<file path="src/rtl/pc_redirect_ctrl_pkg.sv">
// Shared types and constants for the fetch/decode front-end sequencing controller.
//   ctrlState_t : controller state (RUN, WAIT, FLUSH)
//   PC_SEL_*    : encodings of the 3-input next-PC mux select
//   ctrlOut_t   : bundle of the per-cycle control outputs
//   CTRL_RESET  : control output values while reset is asserted
package pc_redirect_ctrl_pkg;

  typedef enum logic [1:0] {
    RUN   = 2'd0,
    WAIT  = 2'd1,
    FLUSH = 2'd2
  } ctrlState_t;

  localparam logic [1:0] PC_SEL_SEQ = 2'd0;  // PC+4
  localparam logic [1:0] PC_SEL_BR  = 2'd1;  // branch target (resolved in EX)
  localparam logic [1:0] PC_SEL_JMP = 2'd2;  // jump target (resolved in ID)

  typedef struct packed {
    logic [1:0] pcSel;
    logic       pcWrite;
    logic       ifidWrite;
    logic       ifidFlush;
    logic       idexFlush;
  } ctrlOut_t;

  // Pipeline frozen and both bubble inserts active while in reset.
  localparam ctrlOut_t CTRL_RESET = '{
    pcSel:     PC_SEL_SEQ,
    pcWrite:   1'b0,
    ifidWrite: 1'b0,
    ifidFlush: 1'b1,
    idexFlush: 1'b1
  };

endpackage

</file>
<file path="src/rtl/pc_redirect_ctrl_load_use_detect.sv">
// Load-use hazard compare: flags an instruction in ID that reads the destination of a
// load currently in EX. Register 0 is hard-wired, so a load targeting it never stalls.
// Ports:
//   exMemread  in  EX holds a load
//   exRd       in  destination register of the EX instruction
//   idRs       in  rs field of the ID instruction
//   idRt       in  rt field of the ID instruction
//   idUsesRt   in  ID instruction actually reads rt
//   loadUse    out hazard present this cycle
module pc_redirect_ctrl_load_use_detect (
  input  logic       exMemread,
  input  logic [4:0] exRd,
  input  logic [4:0] idRs,
  input  logic [4:0] idRt,
  input  logic       idUsesRt,
  output logic       loadUse
);

  logic rsHit;
  logic rtHit;

  assign rsHit   = (exRd == idRs);
  assign rtHit   = idUsesRt && (exRd == idRt);
  assign loadUse = exMemread && (exRd != 5'd0) && (rsHit || rtHit);

endmodule

</file>
<file path="src/rtl/pc_redirect_ctrl.sv">
// Pipeline sequencing controller for the fetch/decode front end.
// Drives the next-PC mux select and the PC / IF-ID / ID-EX write and flush controls for
// load-use stalls, taken branches (EX), jumps (ID) and instruction-memory wait states.
// A redirect that arrives during a wait state is held until the fetch completes.
// Parameters:
//   FLUSH_CYCLES  cycles ifid_flush stays high once a redirect is accepted (1..7)
//   CNT_W         width of the saturating stall-cycle counter
// Ports:
//   clk, reset_n          clock, asynchronous active-low reset
//   imem_ready            fetch returns this cycle (0 = wait state)
//   id_rs, id_rt          source fields of the ID instruction
//   id_uses_rt            ID instruction reads rt
//   id_jump               ID holds a jump
//   ex_memread, ex_rd     EX holds a load and its destination
//   ex_branch_taken       EX branch resolved taken
//   pc_sel                next-PC select (0 PC+4, 1 branch, 2 jump)
//   pc_write, ifid_write  PC and IF/ID load enables
//   ifid_flush            bubble into IF/ID
//   idex_flush            bubble into ID/EX control
//   stall_count           saturating count of cycles with pc_write=0
module pc_redirect_ctrl #(
  parameter int FLUSH_CYCLES = 1,
  parameter int CNT_W        = 16
) (
  input  logic             clk,
  input  logic             reset_n,
  input  logic             imem_ready,
  input  logic [4:0]       id_rs,
  input  logic [4:0]       id_rt,
  input  logic             id_uses_rt,
  input  logic             id_jump,
  input  logic             ex_memread,
  input  logic [4:0]       ex_rd,
  input  logic             ex_branch_taken,
  output logic [1:0]       pc_sel,
  output logic             pc_write,
  output logic             ifid_write,
  output logic             ifid_flush,
  output logic             idex_flush,
  output logic [CNT_W-1:0] stall_count
);

  import pc_redirect_ctrl_pkg::*;

  // Remaining FLUSH cycles after the accepting cycle itself.
  localparam logic [2:0] FLUSH_INIT = 3'(FLUSH_CYCLES - 1);

  ctrlState_t       state;
  ctrlState_t       stateNext;
  logic [1:0]       pendSel;
  logic [1:0]       pendSelNext;
  logic [2:0]       flushCnt;
  logic [2:0]       flushCntNext;
  logic [CNT_W-1:0] stallCount;
  ctrlOut_t         ctrl;

  logic       loadUse;
  logic       evBr;
  logic       evJmp;
  logic       evLu;
  logic [1:0] redirSel;

  pc_redirect_ctrl_load_use_detect u_load_use_detect (
    .exMemread (ex_memread),
    .exRd      (ex_rd),
    .idRs      (id_rs),
    .idRt      (id_rt),
    .idUsesRt  (id_uses_rt),
    .loadUse   (loadUse)
  );

  // Event priority: branch over jump over load-use. A branch squashes a simultaneous
  // jump in ID, and its ID/EX flush also removes the instruction that would have stalled.
  assign evBr     = ex_branch_taken;
  assign evJmp    = id_jump && !ex_branch_taken;
  assign evLu     = loadUse && !evBr && !evJmp;
  assign redirSel = evBr ? PC_SEL_BR : PC_SEL_JMP;

  // NOTE: every variable written here gets a default first, so no path can leave one
  // unassigned and infer a latch.
  always_comb begin
    ctrl         = '{pcSel: PC_SEL_SEQ, pcWrite: 1'b0, ifidWrite: 1'b0,
                     ifidFlush: 1'b0, idexFlush: 1'b0};
    stateNext    = state;
    pendSelNext  = pendSel;
    flushCntNext = flushCnt;

    unique case (state)
      RUN: begin
        if (evBr || evJmp) begin
          ctrl.pcSel = redirSel;
          if (imem_ready) begin
            // Redirect accepted: load the target, bubble the wrong-path fetch. A jump
            // continues into EX, a branch kills whatever sits in ID.
            ctrl.pcWrite   = 1'b1;
            ctrl.ifidWrite = 1'b1;
            ctrl.ifidFlush = 1'b1;
            ctrl.idexFlush = evBr;
            stateNext      = (FLUSH_CYCLES == 1) ? RUN : FLUSH;
            flushCntNext   = FLUSH_INIT;
          end else begin
            // Fetch not back yet: freeze and remember where to go.
            ctrl.idexFlush = 1'b1;
            pendSelNext    = redirSel;
            stateNext      = WAIT;
          end
        end else if (evLu) begin
          // Single bubble: next cycle the load has left EX, so this cannot repeat.
          ctrl.idexFlush = 1'b1;
        end else begin
          ctrl.pcWrite   = imem_ready;
          ctrl.ifidWrite = imem_ready;
          ctrl.idexFlush = !imem_ready;
        end
      end

      WAIT: begin
        // Pipeline frozen with a bubble in EX; new events cannot be real.
        ctrl.pcSel     = pendSel;
        ctrl.pcWrite   = imem_ready;
        ctrl.idexFlush = 1'b1;
        if (imem_ready) begin
          ctrl.ifidFlush = 1'b1;
          pendSelNext    = PC_SEL_SEQ;
          stateNext      = (FLUSH_CYCLES == 1) ? RUN : FLUSH;
          flushCntNext   = FLUSH_INIT;
        end
      end

      FLUSH: begin
        // Fetches still on the wrong path; keep bubbling and ignore their events.
        ctrl.pcWrite   = imem_ready;
        ctrl.ifidWrite = imem_ready;
        ctrl.ifidFlush = 1'b1;
        ctrl.idexFlush = 1'b1;
        if (imem_ready) begin
          flushCntNext = flushCnt - 3'd1;
          if (flushCnt <= 3'd1) begin
            flushCntNext = 3'd0;
            stateNext    = RUN;
          end
        end
      end

      default: stateNext = RUN;
    endcase

    // Outputs follow reset immediately, not at the next clock.
    if (!reset_n) begin
      ctrl = CTRL_RESET;
    end
  end

  // NOTE: state registers use non-blocking assignments so every flop samples the
  // values from before the edge, independent of block ordering.
  always_ff @(posedge clk or negedge reset_n) begin
    if (!reset_n) begin
      state    <= RUN;
      pendSel  <= PC_SEL_SEQ;
      flushCnt <= 3'd0;
    end else begin
      state    <= stateNext;
      pendSel  <= pendSelNext;
      flushCnt <= flushCntNext;
    end
  end

  // NOTE: the counter is reset asynchronously with the FSM so a reset mid-run always
  // reports a clean zero; it saturates instead of wrapping.
  always_ff @(posedge clk or negedge reset_n) begin
    if (!reset_n) begin
      stallCount <= '0;
    end else if (!ctrl.pcWrite && (stallCount != {CNT_W{1'b1}})) begin
      stallCount <= stallCount + 1'b1;
    end
  end

  assign pc_sel      = ctrl.pcSel;
  assign pc_write    = ctrl.pcWrite;
  assign ifid_write  = ctrl.ifidWrite;
  assign ifid_flush  = ctrl.ifidFlush;
  assign idex_flush  = ctrl.idexFlush;
  assign stall_count = stallCount;

endmodule

</file>
<file path="config.mk">
export PLATFORM = sky130hd
export DESIGN_NAME = pc_redirect_ctrl
export DESIGN_NICKNAME = d
export VERILOG_FILES = /design/src/rtl/pc_redirect_ctrl_pkg.sv /design/src/rtl/pc_redirect_ctrl_load_use_detect.sv /design/src/rtl/pc_redirect_ctrl.sv
export SDC_FILE = /design/constraint.sdc
export NUM_CORES = 1
export LEC_CHECK = 0
export ABC_AREA = 1
export BUFFER_PORTS_ARGS = -buffer_cell sky130_fd_sc_hd__buf_2
export CAP_MARGIN = 20
export CORE_MARGIN = 2
export CORE_UTILIZATION = 52
export CTS_CLUSTER_SIZE = 14
export DETAILED_ROUTE_END_ITERATION = 10
export MAX_ROUTING_LAYER = met4
export PLACE_DENSITY = 0.77
export SYNTH_ARGS = -nofsm -noshare
export SYNTH_HDL_FRONTEND = slang
export SYNTH_SLANG_ARGS = --single-unit
</file>
<file path="constraint.sdc">
create_clock -name clk -period 4.1 [get_ports clk]
set_input_delay 0.82 -clock clk [delete_from_list [all_inputs] [get_ports clk]]
set_output_delay 0.82 -clock clk [all_outputs]
set_load 0.03 [all_outputs]
</file>
== After elaboration in Yosys (flattened, before gate mapping) ==
Cells that the tools add are included.

* Bits in registers: 23
* Latch bits: 0
* RAM bits: 0
* Bits in read-only memories: 0
* Bits of input ports: 22
* Output and inout port bits: 22
* Word-level logic and storage cells: 67
* Memories: 0

* Add/subtract/negate cells: 2
* Multiply operators: 0
* Divide/modulo/power cells: 0
* Order comparisons: 1
* Equal/unequal tests: 10
* Shifts and indexed selects: 0
* Multiplexer cells: 29
* Bitwise gates (word level): 0
* Reductions and logical operators: 21

{| class="wikitable"
|+ Operator list
! operator !! number
|-
| $mux 2 || 10
|-
| $add 16x1->16 const B || 1
|-
| $ne 16x16->1 const B || 1
|-
| $mux 3 || 5
|-
| $pmux 2 s3 || 2
|-
| $eq 5x5->1 || 2
|-
| $ne 2x2->1 const B || 5
|-
| $pmux 3 s3 || 1
|-
| $pmux 2 s2 || 2
|-
| $reduce_and 4->1 || 2
|-
| $logic_and 1x1->1 || 7
|-
| $mux 1 || 6
|-
| $mux 6 || 1
|-
| $reduce_bool 5->1 || 1
|-
| $logic_not 1->1 || 4
|-
| $pmux 1 s2 || 2
|-
| $le 3x1->1 const B || 1
|-
| $reduce_and 3->1 || 1
|-
| $reduce_bool 3->1 || 1
|-
| $sub 3x1->3 const B || 1
|-
| $eq 2x1->1 const B || 1
|-
| $eq 2x2->1 const B || 1
|-
| $logic_not 2->1 || 1
|-
| $logic_or 1x1->1 || 2
|-
| other kinds (2) || 2
|}

== Longest topological paths before layout ==
Gate-level depths: netlist (run 1).

* Depth in word-level cells: 12
* Mapped depth: 12
* Depth with buffers taken out: 11

== By module ==
Synthesis (run 1) repeated with hierarchy kept, for this count alone.

* Cells, all modules: 232
* Area total of the unflattened synthesis: 1448.9 um^2

{| class="wikitable"
|+ Modules (own cells, without submodules)
! module !! times used !! cells each !! area an instance (um^2) !! sequential area each (um^2)
|-
| pc_redirect_ctrl || 1 || 180 || 1242.4 || 475.5
|-
| pc_redirect_ctrl_load_use_detect || 1 || 52 || 206.4 || 0.0
|}

== Worst setup path before layout (run 1) ==
No wires, ideal clock.

* Path kind: in2out
* Start: input port ex_rd[2]
* End: output port idex_flush
* Arrival: 1.771 ns
* Data required time: 3.280 ns
* Path slack: 1.509 ns
* Stages: 7
* Path buffers: 0
* Cell sequence: nor2_1 nor2_1 nor2_1 nand3_1 nand2_2 nand2_1 o211ai_1

* Cells in the longest elaborated chain, start to end: 10
* Elaborated cells between the ends (all ways): 13
* Classes of those cells: eq/ne: 2; mux: 4; reduce/logical: 7

{| class="wikitable"
|+ Ends and longest elaborated chain
! element !! line !! RTL
|-
| from (decl) || pc_redirect_ctrl.sv:33 || <nowiki>input logic [4:0] ex_rd,</nowiki>
|-
| $eq 5x5->1 || pc_redirect_ctrl_load_use_detect.sv:23 || <nowiki>assign rtHit = idUsesRt && (exRd == idRt);</nowiki>
|-
| $logic_and 1x1->1 || pc_redirect_ctrl_load_use_detect.sv:23 ||
|-
| $logic_or 1x1->1 || pc_redirect_ctrl_load_use_detect.sv:24 || <nowiki>assign loadUse = exMemread && (exRd != 5'd0) && (rsHit || rtHit);</nowiki>
|-
| $logic_and 1x1->1 * || pc_redirect_ctrl_load_use_detect.sv:24 ||
|-
| $logic_and 1x1->1 * (2 in a row) || pc_redirect_ctrl.sv:76 || <nowiki>assign evLu = loadUse && !evBr && !evJmp;</nowiki>
|-
| $mux 1 * || pc_redirect_ctrl.sv:107 || <nowiki>end else if (evLu) begin</nowiki>
|-
| $mux 1 * || pc_redirect_ctrl.sv:90 || <nowiki>if (evBr || evJmp) begin</nowiki>
|-
| $pmux 2 s3 * || pc_redirect_ctrl.sv:88 || <nowiki>unique case (state)</nowiki>
|-
| $mux 6 * || pc_redirect_ctrl.sv:149 || <nowiki>if (!reset_n) begin</nowiki>
|-
| to (decl) || pc_redirect_ctrl.sv:39 || <nowiki>output logic idex_flush,</nowiki>
|}

Mark *: on every way between the ends. The rest lies on a longest branch, timed or not.

== Worst setup path after layout (run 1) ==
* Start: input port ex_rd[0]
* End: output port pc_write

* Cells in the longest elaborated chain, start to end: 10
* Elaborated cells between the ends (all ways): 13
* Classes of those cells: eq/ne: 2; mux: 4; reduce/logical: 7

{| class="wikitable"
|+ Ends and longest elaborated chain
! element !! line !! RTL
|-
| $eq 5x5->1 || pc_redirect_ctrl_load_use_detect.sv:23 ||
|-
| $logic_and 1x1->1 || pc_redirect_ctrl_load_use_detect.sv:23 ||
|-
| $logic_or 1x1->1 || pc_redirect_ctrl_load_use_detect.sv:24 ||
|-
| $logic_and 1x1->1 * || pc_redirect_ctrl_load_use_detect.sv:24 ||
|-
| $logic_and 1x1->1 * (2 in a row) || pc_redirect_ctrl.sv:76 ||
|-
| $mux 2 * || pc_redirect_ctrl.sv:107 ||
|-
| $mux 2 * || pc_redirect_ctrl.sv:90 ||
|-
| $pmux 1 s2 * || pc_redirect_ctrl.sv:88 ||
|-
| $mux 6 * || pc_redirect_ctrl.sv:149 ||
|-
| to (decl) || pc_redirect_ctrl.sv:36 || <nowiki>output logic pc_write,</nowiki>
|}

Marks and branches as above.

==> metrics.md, run 1 <==
| Metric | Value |
|---|---|
| Outcome | `finished, final reports clean` |
| Largest net degree at the start of global routing | `23` |
| Ys flop type | `dfrtp_1` |
| Root Driver | `clkbuf_4` |
| Synthesized area | `1480 um2` |
| Chip height | `57.4 um` |
| CTS buffer count | `3` |
| Setup Buffers After CTS | `0` |
| Final ANT Viol Nets | `0` |
| Critical path peak fanout | `19` |
| Synthesized flop and latch total | `19` |
| Slew HR | `between 60% and 70%` |
| Cell count after synthesis | `215` |
| FF-to-FF path depth | `7` |
| Grt ovf | `0` |
| Overall Power | `565 uW` |
| Yosys Warn Count | `0` |
| Total I/O pin count | `44` |
| Clock latency on the worst-skew pair | `0.30 ns` |
| CP Launch Type | `input pin` |
| Worst slew pin tran | `~0.47 ns` |
| # nets final | `283` |
| Bufs and invs on worst path | `4` |
| Post-synthesis area per instance | `6.88 um2` |
| Slowest CP cell | `buf_2` |
| Number of flops mapped to enable cells by yosys | `0` |
| Global placer's final weighted congestion | `between 0.8 and 0.9` |
| Area contributors post-synth | `dfrtp_1 32%, nand2_1 19%, nand3_1 8.1%` |
| Design Area, Final | `1730 um2` |
| Worst vdd rail ir drop | `0.315 mV` |
| DR pass1 iterations | `4` |
| Critical path class | `in2out` |
| Clock sink count | `19` |
| Leak | `between 1 and 1.5 nW` |
| Clk pin slew, worst setup/hold paths | `0.10 ns` |
| Maximum clock path buffer count | `2` |
| HP Class | `in2async` |
| Tmin final | `~2.7 ns` |
| CTS tree | `yes` |
| Site row count | `19` |
| Tcrit/Tclk final | `between 60% and 70%` |
| WL final | `about 3 mm` |
| Sequential fraction of the synthesis area | `32.1%` |
| Final TNS setup | `0 ns` |
| Crit end category | `output port` |
| WP data arrival | `1.89 ns` |
| Fin. Hold Viols | `0` |
| Core Box Area | `2730 um2` |
| Max Cap Viol | `0` |
| PortBufs | `43` |
| DRC | `0` |
| Area of the multi-input gates | `840 um2` |
| Vias in the first global route | `between 1,000 and 1,500` |
| Hold_buf cts | `0` |
| Placed instance area | `1700 um2` |
| Cell taking the most area after synthesis | `dfrtp_1` |
| Max frequency | `0.369 GHz` |
| Synth unique cells | `24` |
| RSZ-0062 raised after global routing | `false` |
| R2R Path Start | `stall_count[0]` |
| H-Tree Depth | `1` |
| DR WL/cell | `~10 um` |
| Initial antenna violation count | `0` |
| Share of the synthesized area in the top cell type | `32.1%` |
| Synth Net Count | `238` |
| Vias per cell | `4.94` |
| Drt initial violations | `60` |
| Fillers | `273` |
| Pins Over Slew Limit | `0` |
| GRT Total Usage | `20.2%` |
| Share of cells above drive strength 1 | `25.1%` |
| Ys async rst share | `100%` |
| Vias post-DR | `roughly 1,400` |
| ANT cells | `0` |
| Critical Path RT | `3.28 ns` |
| Cell Pwr Density | `between 300 and 400 nW/um2` |
| Delay-heaviest family, CP | `simple AND/OR/NAND/NOR gates` |
| Setup violators final | `0` |
| Area grow syn2layout | `16.7%` |
| Endpoint of the worst register-to-register path | `stall_count[5]` |
| FF-to-FF setup slack | `2.45 ns` |
| DIE AREA | `3290 um2` |
| First-pass GRT wire length | `5.13 mm` |
| Layout Skew | `0.00709 ns` |
| Initial core utilization | `54.1%` |
| Crit path cell chain | `buf_2, inv_1, nand2_1, nand2_1, nor2_1, nand3_1, nand2_2, nand4_4, nand2_8, inv_1, buf_2` |
| Cts repair resizes | `0` |
| Die Span X | `57.4 um` |
| Hpwl dp | `2.41 mm` |
| Slowest stage delay, CP | `0.17 ns` |
| FF/Latch Area | `475 um2` |
==> cells in the final DEF, fill, tap and decap left out, drive strengths merged, types with 2 or more instances in the layout <==
master and n:
clkbuf 4, o211ai 2, xnor2 3, o21ai 4, nor2 15, nand3 24, inv 35, xor2 11
nor3 7, buf 43, a21oi 2, nand4 6, nand2 81, dfrtp 19
==> flip-flops by register name (all words and copies together), names as in the netlist <==
name,flops
stall_count,16
state,1
pendSel,2
==> per-layer routing <==
| metal | vias to the layer above | share of wire, % | track usage, % |
|---|---|---|---|
| li1 | 760 | - | - |
| met1 | 640 | 48 | 26.1 |
| met2 | 27 | 47 | 32.6 |
| met3 | 7 | 3.9 | 2.72 |
| met4 | 0 | 1.5 | 6.98 |
| met5 | - | 0 | - |
==> Yosys cell counts, types with 3 or more instances <==
library cell / instances
nand2_2: 6
o21ai_0: 3
nand4_1: 4
dfrtp_1: 19
buf_6: 3
nand3_1: 24
nor2_1: 14
inv_1: 31
inv_2: 4
xnor2_1: 3
nand2_1: 73
xor2_1: 11
nor3_1: 3
nor3_2: 4
==> final cells by class <==
cell class,instances,share of cell area (%)
Inverter,35,7.61
Sequential cell,19,27.5
Clock buffer,4,1.52
Timing Repair Buffer,43,12.5
Tap cell,31,2.25
Multi-Input combinational cell,158,48.6
==> logic make-up (layout without fill, tap and decap cells) <==
family | after synthesis | count (layout) | synth area share, %
adders and majority gates | 1 | 1 | 0.845
AOI/OAI and AO/OA | 9 | 9 | 3.55
buffers and inverters | 38 | 82 | 11.2
DFF | 19 | 19 | 32.1
and+or+nand+nor | 134 | 134 | 44.0
xor gates and xnor gates | 14 | 14 | 8.28
==> worst register-to-register path, delay by kind of cell (launching register included) <==
family,cells,cell delay [ns]
fa+ha+maj,1,0.25
flops,1,0.42
simple gates,5,0.79
buf+inv,1,0.13
==> worst max path at each step <==
stage,from,to,slack (ns),depth (start not counted)
finish,ex_rd[0],pc_write,1.39,11
global route,reset_n,pc_write,1.24,6
CTS,reset_n,pc_write,1.37,6
detailed placement,reset_n,pc_write,1.37,6
global placement,reset_n,pc_write,1.38,6
floorplan,ex_rd[2],idex_flush,1.51,7
==> metrics by stage <==
step | utilization, % | worst slack, ns | cells | hold WS, ns
floorplan | - | 1.51 | 215 | 0.478
global placement | 62.2 | 1.38 | 286 | 0.500
detailed placement | 62.2 | 1.37 | 286 | 0.512
CTS | 63.2 | 1.37 | 290 | 0.462
global route | 63.2 | 1.24 | 290 | 0.476
finish | 63.2 | 1.39 | 290 | 0.456
==> report_power, final <==
part / internal (mW) / switching [mW] / leakage, nW
registers: 0.216 / 0.0382 / 0.253
logic: 0.0734 / 0.144 / 0.756
clock network: 0.0379 / 0.0556 / 0.0150
Power figures use the tool's default switching activity.
==> run 2: changes to the inputs <==
Settings changed: CORE_UTILIZATION 52 to 46, PLACE_DENSITY 0.77 to 0.72.
Clock period 4.1 ns to 2.45 ns, I/O delays scaled along.
==> run 2 against run 1 <==
Die area rose by 12%. Non-clock buffer count grew 1. Global-route usage decreased by 0.19 points. Utilization fell by 5.8 points. Sequential power rose by 68%.
==> metrics.md, run 2 (synthesis results as in run 1) <==
| Metric | Value |
|---|---|
| Outcome | `finished, final reports clean` |
| First-pass GRT wire length | `5.46 mm` |
| Final TNS setup | `0 ns` |
| Hold WS | `roughly 0.014 ns` |
| Tcrit/Tclk final | `about 83%` |
| Vias in the first global route | `1,287` |
| Crit end category | `output port` |
| Critical path class | `in2out` |
| Commonest non-fill, non-tap cell in the layout | `nand2_1` |
| Delay-heaviest family, CP | `simple AND/OR/NAND/NOR gates` |
| Crit path cell chain | `buf_2, inv_1, nand2_1, nand2_1, nor2_1, nand3_1, nand2_2, nand4_4, nand2_8, inv_1, buf_2` |
| Drt initial violations | `42` |
| Die Span X | `60.7 um` |
| H-Tree Depth | `1` |
| Hold_buf cts | `0` |
| Final core occ | `57.3%` |
| Share of cells above drive strength 1 | `25.4%` |
| Critical path peak fanout | `19` |
| Pins Over Slew Limit | `0` |
| Final ANT Viol Nets | `0` |
| WL final | `3.18 mm` |
| GRT Total Usage | `20.0%` |
| Area grow syn2layout | `18.3%` |
| FF/Latch Area | `475 um2` |
| Maximum clock path buffer count | `2` |
| Leak | `1.03 nW` |
| # nets final | `284` |
| Vias per cell | `4.75` |
| Fin. Hold Viols | `0` |
| Slowest stage delay, CP | `0.17 ns` |
| Global placer's final weighted congestion | `about 0.87` |
| DR WL/cell | `10.5 um` |
| Final std cells w/o fill | `304` |
| Most frequent cells in the layout | `73 x nand2_1, 43 x buf_2, 31 x inv_1` |
| Layout Skew | `0.00182 ns` |
| Root Driver | `clkbuf_4` |
| Initial core utilization | `between 40% and 50%` |
| HP Class | `in2async` |
| Max frequency | `0.495 GHz` |
| DR top layer | `met4` |
| Slew HR | `76.9%` |
| Bufs and invs on worst path | `4` |
| CP Launch Type | `input pin` |
| Fillers | `337` |
| Initial antenna violation count | `0` |
| Largest net degree at the start of global routing | `20` |
| Slowest CP cell | `buf_2` |
| Clk pin slew, worst setup/hold paths | `approximately 0.10 ns` |
| Worst slew pin tran | `approximately 0.34 ns` |
| Metal3 WL | `128 um` |
| DR pass1 iterations | `4` |
| ANT cells | `0` |
| Worst vdd rail ir drop | `0.486 mV` |
| Cts repair resizes | `0` |
| Met2 wire length | `1.48 mm` |
| Site row count | `20` |
| Grt ovf | `0` |
| Max Cap Viol | `0` |
| Clock sink count | `19` |
| M1 WL | `1.53 mm` |
| WP data arrival | `1.53 ns` |
| CTS buffer count | `3` |
| Setup Buffers After CTS | `0` |
| DIE AREA | `3690 um2` |
| Cell Pwr Density | `548 nW/um2` |
| Tmin final | `2.02 ns` |
| CTS tree | `yes` |
| RSZ-0062 raised after global routing | `false` |
| PortBufs | `43` |
| Core Box Area | `3050 um2` |
| Setup violators final | `0` |
| Vias post-DR | `1,445` |
| Hpwl dp | `approximately 2.5 mm` |
| Clock latency on the worst-skew pair | `0.29 ns` |
| Area of the multi-input gates | `840 um2` |
| DRC | `0` |
| Chip height | `60.7 um` |
| DP Cell Count | `300` |
| Critical Path RT | `1.96 ns` |
| Total I/O pin count | `44` |
| Max FFs per register | `16` |
-- run 2: changes by cell type in the layout (fill, tap and decap cells not counted) --
cell / before / now
buf_4: 0 / 1
-- run 2: final timing paths --
check,startpoint,endpoint,slack (ns),cells past startpoint
max in group asynchronous,reset_n,stall_count[4],2.01,2
max,ex_rd[0],pc_write,0.43,11
max reg2reg,stall_count[1],stall_count[4],0.77,7
min,reset_n,stall_count[9],0.01,1
min in group clk,imem_ready,state[0],0.42,2
min reg2reg,pendSel[1],pendSel[1],0.54,2
-- run 2: worst register-to-register path, cell delays in order, from the launching register on --
cell and delay [ns]:
dfrtp_1 0.42, ha_1 0.27, nand2_1 0.12, inv_1 0.12
nand4_4 0.26, nand2_4 0.29, nand2_1 0.08, nand2_1 0.06
-- run 2: final cells by class --
class	instances	area share [%]
Sequential cell	19	27.2
Clock buffer	4	1.50
Timing Repair Buffer	44	12.7
Inverter	35	7.51
Tap cell	44	3.15
Multi-Input combinational cell	158	48.0
-- run 2: metal layers --
metal | global-route usage [%] | vias to the layer above
li1 | - | 760
met1 | 26.1 | 648
met2 | 32.4 | 32
met3 | 2.56 | 5
met4 | 6.21 | 0
met5 | - | -
-- run 2: through the flow --
step	setup slack [ns]	power [mW]	area [um2]
5_1_grt	0.310	1.02	1750
6_report	0.428	0.959	1750
2_1_floorplan	0.519	0.685	1480
3_3_place_gp	0.400	0.796	1720
4_1_cts	0.410	0.970	1750
3_5_place_dp	0.412	0.808	1720
-- run 2: where the power goes --
part / total (mW) / switching, mW / internal, mW
Sequential: 0.427 / 0.0664 / 0.361
Combinational: 0.374 / 0.249 / 0.126
Clock: 0.157 / 0.0936 / 0.0634
Total: 0.959 / 0.409 / 0.550
